$ cat src/rtl/life_gen_scheduler.sv
// life_gen_scheduler: double-buffered Game of Life grid, one cell per clock update, frame-aligned bank swap.
// Build macro LIFE_TORUS_EN wraps grid edges; without it off-grid neighbours read as dead.
module life_gen_scheduler #(
  parameter int unsigned GRID_W        = 16,
  parameter int unsigned GRID_H        = 16,
  parameter int unsigned PERIOD_FRAMES = 60,
  parameter int unsigned IDX_W         = 8
) (
  input  logic             clk,
  input  logic             reset,
  input  logic             frame_start,
  input  logic             run,
  input  logic             step,
  input  logic             seed_req,
  input  logic             seed_valid,
  input  logic [IDX_W-1:0] seed_index,
  input  logic             seed_last,
  output logic             seed_ready,
  input  logic [IDX_W-1:0] disp_index,
  output logic             disp_cell,
  output logic             busy,
  output logic             gen_done,
  output logic [15:0]      gen_count
);

  localparam int unsigned N   = GRID_W * GRID_H;
  localparam int unsigned CW  = (N > 1) ? $clog2(N) : 1;
  localparam int unsigned FCW = 8;
  localparam int unsigned GCW = 16;
  localparam int          GW  = int'(GRID_W);
  localparam int          GH  = int'(GRID_H);

  typedef enum logic [2:0] {
    S_IDLE,
    S_CLEAR,
    S_SEED,
    S_COMPUTE,
    S_SWAP_WAIT
  } state_t;

  state_t                 state_q, state_d;
  logic [1:0][N-1:0]      bank_q, bank_d;
  logic                   front_sel_q, front_sel_d;
  logic [FCW-1:0]         frame_cnt_q, frame_cnt_d;
  logic [IDX_W-1:0]       idx_q, idx_d;
  logic [GCW-1:0]         gen_count_q, gen_count_d;
  logic                   gen_done_q, gen_done_d;
  logic                   seed_pend_q, seed_pend_d;

  logic [N-1:0]           front_c;
  logic [3:0]             nbr_cnt_c;
  logic                   self_c;
  logic                   next_cell_c;
  logic                   trig_c;
  int                     cx_c, cy_c;

  // Neighbour lookup; coordinates may be one step off-grid.
  function automatic logic cell_at(input logic [N-1:0] grid, input int x, input int y);
    int   xx;
    int   yy;
    logic v;
    xx = x;
    yy = y;
    v  = 1'b0;
`ifdef LIFE_TORUS_EN
    if (xx < 0) xx = xx + GW;
    else if (xx >= GW) xx = xx - GW;
    if (yy < 0) yy = yy + GH;
    else if (yy >= GH) yy = yy - GH;
    v = grid[CW'(yy * GW + xx)];
`else
    if (xx >= 0 && xx < GW && yy >= 0 && yy < GH) v = grid[CW'(yy * GW + xx)];
`endif
    return v;
  endfunction

  assign front_c    = bank_q[front_sel_q];
  assign disp_cell  = (32'(disp_index) < N) ? front_c[CW'(disp_index)] : 1'b0;
  assign busy       = (state_q != S_IDLE);
  assign seed_ready = (state_q == S_SEED);
  assign gen_done   = gen_done_q;
  assign gen_count  = gen_count_q;

  // B3/S23 rule for the cell currently addressed by idx.
  always_comb begin
    cx_c      = int'(idx_q) % GW;
    cy_c      = int'(idx_q) / GW;
    nbr_cnt_c = 4'd0;
    for (int dy = -1; dy <= 1; dy++) begin
      for (int dx = -1; dx <= 1; dx++) begin
        if (dx != 0 || dy != 0) nbr_cnt_c = nbr_cnt_c + 4'(cell_at(front_c, cx_c + dx, cy_c + dy));
      end
    end
    self_c      = front_c[CW'(idx_q)];
    next_cell_c = (nbr_cnt_c == 4'd3) || (self_c && nbr_cnt_c == 4'd2);
  end

  always_comb begin
    state_d     = state_q;
    bank_d      = bank_q;
    front_sel_d = front_sel_q;
    frame_cnt_d = frame_cnt_q;
    idx_d       = idx_q;
    gen_count_d = gen_count_q;
    gen_done_d  = 1'b0;
    seed_pend_d = seed_pend_q;
    trig_c      = 1'b0;

    if (seed_req && state_q != S_IDLE) seed_pend_d = 1'b1;

    case (state_q)
      S_IDLE: begin
        trig_c = frame_start && run && (frame_cnt_q == FCW'(PERIOD_FRAMES - 1));
        if (frame_start && run) frame_cnt_d = trig_c ? '0 : frame_cnt_q + FCW'(1);
        // A seed request wins; a coincident trigger is simply dropped.
        if (seed_req || seed_pend_q) begin
          seed_pend_d = 1'b0;
          state_d     = S_CLEAR;
        end else if (trig_c || (step && !run)) begin
          idx_d   = '0;
          state_d = S_COMPUTE;
        end
      end
      S_CLEAR: begin
        bank_d      = '0;
        front_sel_d = 1'b0;
        state_d     = S_SEED;
      end
      S_SEED: begin
        if (seed_valid) begin
          if (32'(seed_index) < N) bank_d[front_sel_q][CW'(seed_index)] = 1'b1;
          if (seed_last) begin
            gen_count_d = '0;
            frame_cnt_d = '0;
            state_d     = S_IDLE;
          end
        end
      end
      S_COMPUTE: begin
        bank_d[~front_sel_q][CW'(idx_q)] = next_cell_c;
        if (32'(idx_q) == N - 1) begin
          idx_d   = '0;
          state_d = S_SWAP_WAIT;
        end else begin
          idx_d = idx_q + IDX_W'(1);
        end
      end
      S_SWAP_WAIT: begin
        if (frame_start) begin
          front_sel_d = ~front_sel_q;
          gen_count_d = gen_count_q + GCW'(1);
          gen_done_d  = 1'b1;
          frame_cnt_d = '0;
          state_d     = S_IDLE;
        end
      end
      default: state_d = S_IDLE;
    endcase
  end

  always_ff @(posedge clk) begin
    if (reset) begin
      state_q     <= S_IDLE;
      bank_q      <= '0;
      front_sel_q <= 1'b0;
      frame_cnt_q <= '0;
      idx_q       <= '0;
      gen_count_q <= '0;
      gen_done_q  <= 1'b0;
      seed_pend_q <= 1'b0;
    end else begin
      state_q     <= state_d;
      bank_q      <= bank_d;
      front_sel_q <= front_sel_d;
      frame_cnt_q <= frame_cnt_d;
      idx_q       <= idx_d;
      gen_count_q <= gen_count_d;
      gen_done_q  <= gen_done_d;
      seed_pend_q <= seed_pend_d;
    end
  end

endmodule

$ cat config.mk
export PLATFORM = sky130hd
export DESIGN_NAME = life_gen_scheduler
export DESIGN_NICKNAME = d
export VERILOG_FILES = /design/src/rtl/life_gen_scheduler.sv
export SDC_FILE = /design/constraint.sdc
export NUM_CORES = 2
export LEC_CHECK = 0
export CAP_MARGIN = 20
export CORE_MARGIN = 8
export CORE_UTILIZATION = 57
export CTS_CLUSTER_DIAMETER = 100
export DETAILED_ROUTE_END_ITERATION = 8
export PLACE_DENSITY = 0.76
export SYNTH_ARGS = -nofsm -noshare
export SYNTH_HDL_FRONTEND = slang
export SYNTH_SLANG_ARGS = --single-unit
$ cat constraint.sdc
create_clock -name clk -period 15.6 [get_ports clk]
set_input_delay 3.12 -clock clk [delete_from_list [all_inputs] [get_ports clk]]
set_output_delay 3.12 -clock clk [all_outputs]
set_load 0.05 [all_outputs]
==> results.txt <==
Placer Congestion: 1.057
Synth Register Bits: 550
Top delay family on crit path: buffers and inverters
Core area: 0.07457 sq mm
CTS Root Cell: clkbuf_16
First-pass GRT wire length: 281400 microns
Clock skew: 0.04121 ns
Die Area: 0.08445 sq mm
DRT iter0 DRCs: 9315
GRT Total Usage: 43.59%
RSZ-0062 raised after global routing: false
Remaining global-route overflow: 0
FF-to-FF Start: front_sel_q
CP bufs+invs: 3
Worst path cell trace: clkbuf_8 > buf_4 > mux4_2 > mux4_2 > mux4_2 > nor2b_1 > a2111oi_0 > nor3_1 > clkdlybuf4s50_1
Outcome: finished clean
Leakage: 14.76 nW
Core Rows: 100
Effective utilization at floorplan: 57.64%
Port Buffers: 43
Routed vias/inst: 8.101
Sum Neg Setup Slack: 0 ns
Total CTS buffers: 69
Post-synth top area cell: dfxtp_1
Clk_lat worst skew: 0.67 ns
Htree depth: 3
CP max FO: 74
Number of max-cap violations: 0
Highest-count cells in the layout ignoring fill and taps: 730 x nand2_1, 572 x a22oi_1, 546 x dfxtp_1, 531 x o21ai_0, 513 x o31ai_1
IO Pins: 44
Synth cell types: 65
Worst-case clock buffer depth: 3
Crit path time final: 11.00 ns
P per Cell Area: 87.14 mW/mm^2
Post-Syn Instances: 4980
Mapped Nets: 5036
DP HPWL: 120100 microns
Sequential share of the synthesized area: 25.62%
Maximum clock rate: 90.91 MHz
Final setup viols: 0
Final ANT Viol Nets: 0
Clock tree from TritonCTS: built
Worst Min Path Start: frame_cnt_q[6]
Max Transition Viols Final: 0
Async S/R FF share, synth: 0%
Initial antenna violation count: 12
Drt wl/cell: 34.59 microns
Total number of vias: 45630
Crit. Startpoint: disp_index[0]
Final std cells w/o fill: 5632
Share of post-route cells with drive strength above 1: 15.37%
Vias in the first global route: 41280
Die height: 290.6 microns
Largest net degree at the start of global routing: 232
Worst Hold Class: flip-flop to flip-flop
Syn Area/Cell: 8.631 sq um
CP max stage cell: buf_4
Clock Pin Slew Worst Setup and Hold Paths: 0.06 ns
Critical path type: primary input to primary output
Top FF cell, synth: dfxtp_1
Pin slew with the least headroom to its limit: 1.289 ns
Element type at the critical path end: primary output
Synth Cell Area: 0.04298 sq mm
Nets: 4649
Die W: 290.6 microns
Final Hold Fails: 0
Postcts setup bufs: 0
Yosys top cell area share: 25.62%
Area grow syn2layout: 6.460%
Hold slack: 0.4959 ns
DRT Wirelength: 194800 microns
WP data required: 12.48 ns
Final Cycle Share: 70.51%
Synth warn: 0
First-pass iteration count of the detailed router: 9
Slew HR: 14.09%
Cell count after placement: 5480
Post-synth EDFFs: 0
Max incr delay on CP: 0.84 ns
CP Launch Type: primary input
Post-CTS Resized: 0
Hold Buf Count CTS: 0
Worst EP arrival: 7.88 ns
# DRC: 0
Area contributors post-synth: dfxtp_1 26%, mux4_2 19%, a22oi_1 10%
Peak VDD IR: 0.1023 mV
Most common cell after layout, fill and taps aside: nand2_1
CP dominant cell by count: mux4_2
Sinks on Clock Net: 550
## cell usage after synthesis, types with 61 or more instances
cell type and number:
buf_2 127, o31ai_1 513, clkbuf_1 424, nor2_1 194
dfxtp_1 550, nand3_1 123, mux2i_1 219, a22oi_1 572
nand2_1 737, o21ai_0 531, buf_1 61, mux4_2 360
## where the power goes
part,internal [W],leakage (nW),switching [W]
logic,0.000263,9.16,0.000611
registers,0.00141,4.43,0.0000107
clock network,0.000984,1.16,0.000709
## worst min-delay path, stage by stage (launching register included)
cell	delay, ns
dfxtp_1	0.32
o21ai_0	0.07
a21oi_1	0.06
## path summary, 6_finish.rpt
| path | end | slack (ns) | cells after the start |
|---|---|---|---|
| min reg2reg | frame_cnt_q[6] | 0.50 | 2 |
| max | disp_cell | 4.60 | 9 |
| min | frame_cnt_q[6] | 0.50 | 2 |
| max reg2reg | bank_q[162] | 5.72 | 22 |
## area by class of cell
cell class	count	area [sq um]
clock buffer	99	2042
clock inverter	24	294.0
antenna	18	45.04
sequential	550	11020
multi-input combinational	3766	29340
tap	969	1212
fill	6304	28810
timing repair buffer	183	1718
inverter	23	86.33
## per-layer routing
| metal | part of all wire (%) | vias up | GRT usage [%] |
|---|---|---|---|
| li1 | - | 18490 | - |
| met1 | 34 | 21590 | 53.56 |
| met2 | 39 | 4387 | 59.51 |
| met3 | 17 | 1161 | 18.55 |
| met4 | 9.8 | 2 | 33.78 |
| met5 | 0.050 | - | 0 |
## kinds of logic (layout without fill, tap and decap cells)
logic type | Yosys count | in the layout | synth area share (%)
DFF | 550 | 550 | 25.62
adders and majority gates | 32 | 32 | 1.001
and+or+nand+nor | 1304 | 1304 | 13.28
AOI/OAI and AO/OA | 1778 | 1778 | 27.91
muxes | 611 | 611 | 24.80
other | 0 | 18 | 0
buffers and inverters | 664 | 329 | 6.544
xor gates and xnor gates | 41 | 41 | 0.8529
## per-stage QoR
| stage | total power, W | util (%) | area, sq um | setup slack [ns] |
|---|---|---|---|---|
| after floorplan | 0.002041 | - | 42980 | 6.220 |
| after global placement | 0.002257 | 57.80 | 43100 | 4.616 |
| after detailed placement | 0.002274 | 57.82 | 43120 | 4.587 |
| after CTS | 0.003921 | 60.95 | 45450 | 4.590 |
| after global routing | 0.004079 | 61.30 | 45710 | 4.354 |
| final | 0.003987 | 61.36 | 45760 | 4.600 |
## sequential cells by signal (all words and copies together), names as in the netlist
name	cells
front_sel_q	1
frame_cnt_q	8
idx_q	8
seed_pend_q	1
state_q	3
gen_count	16
gen_done	1
bank_q	512
(Power assumes the default switching activity.)
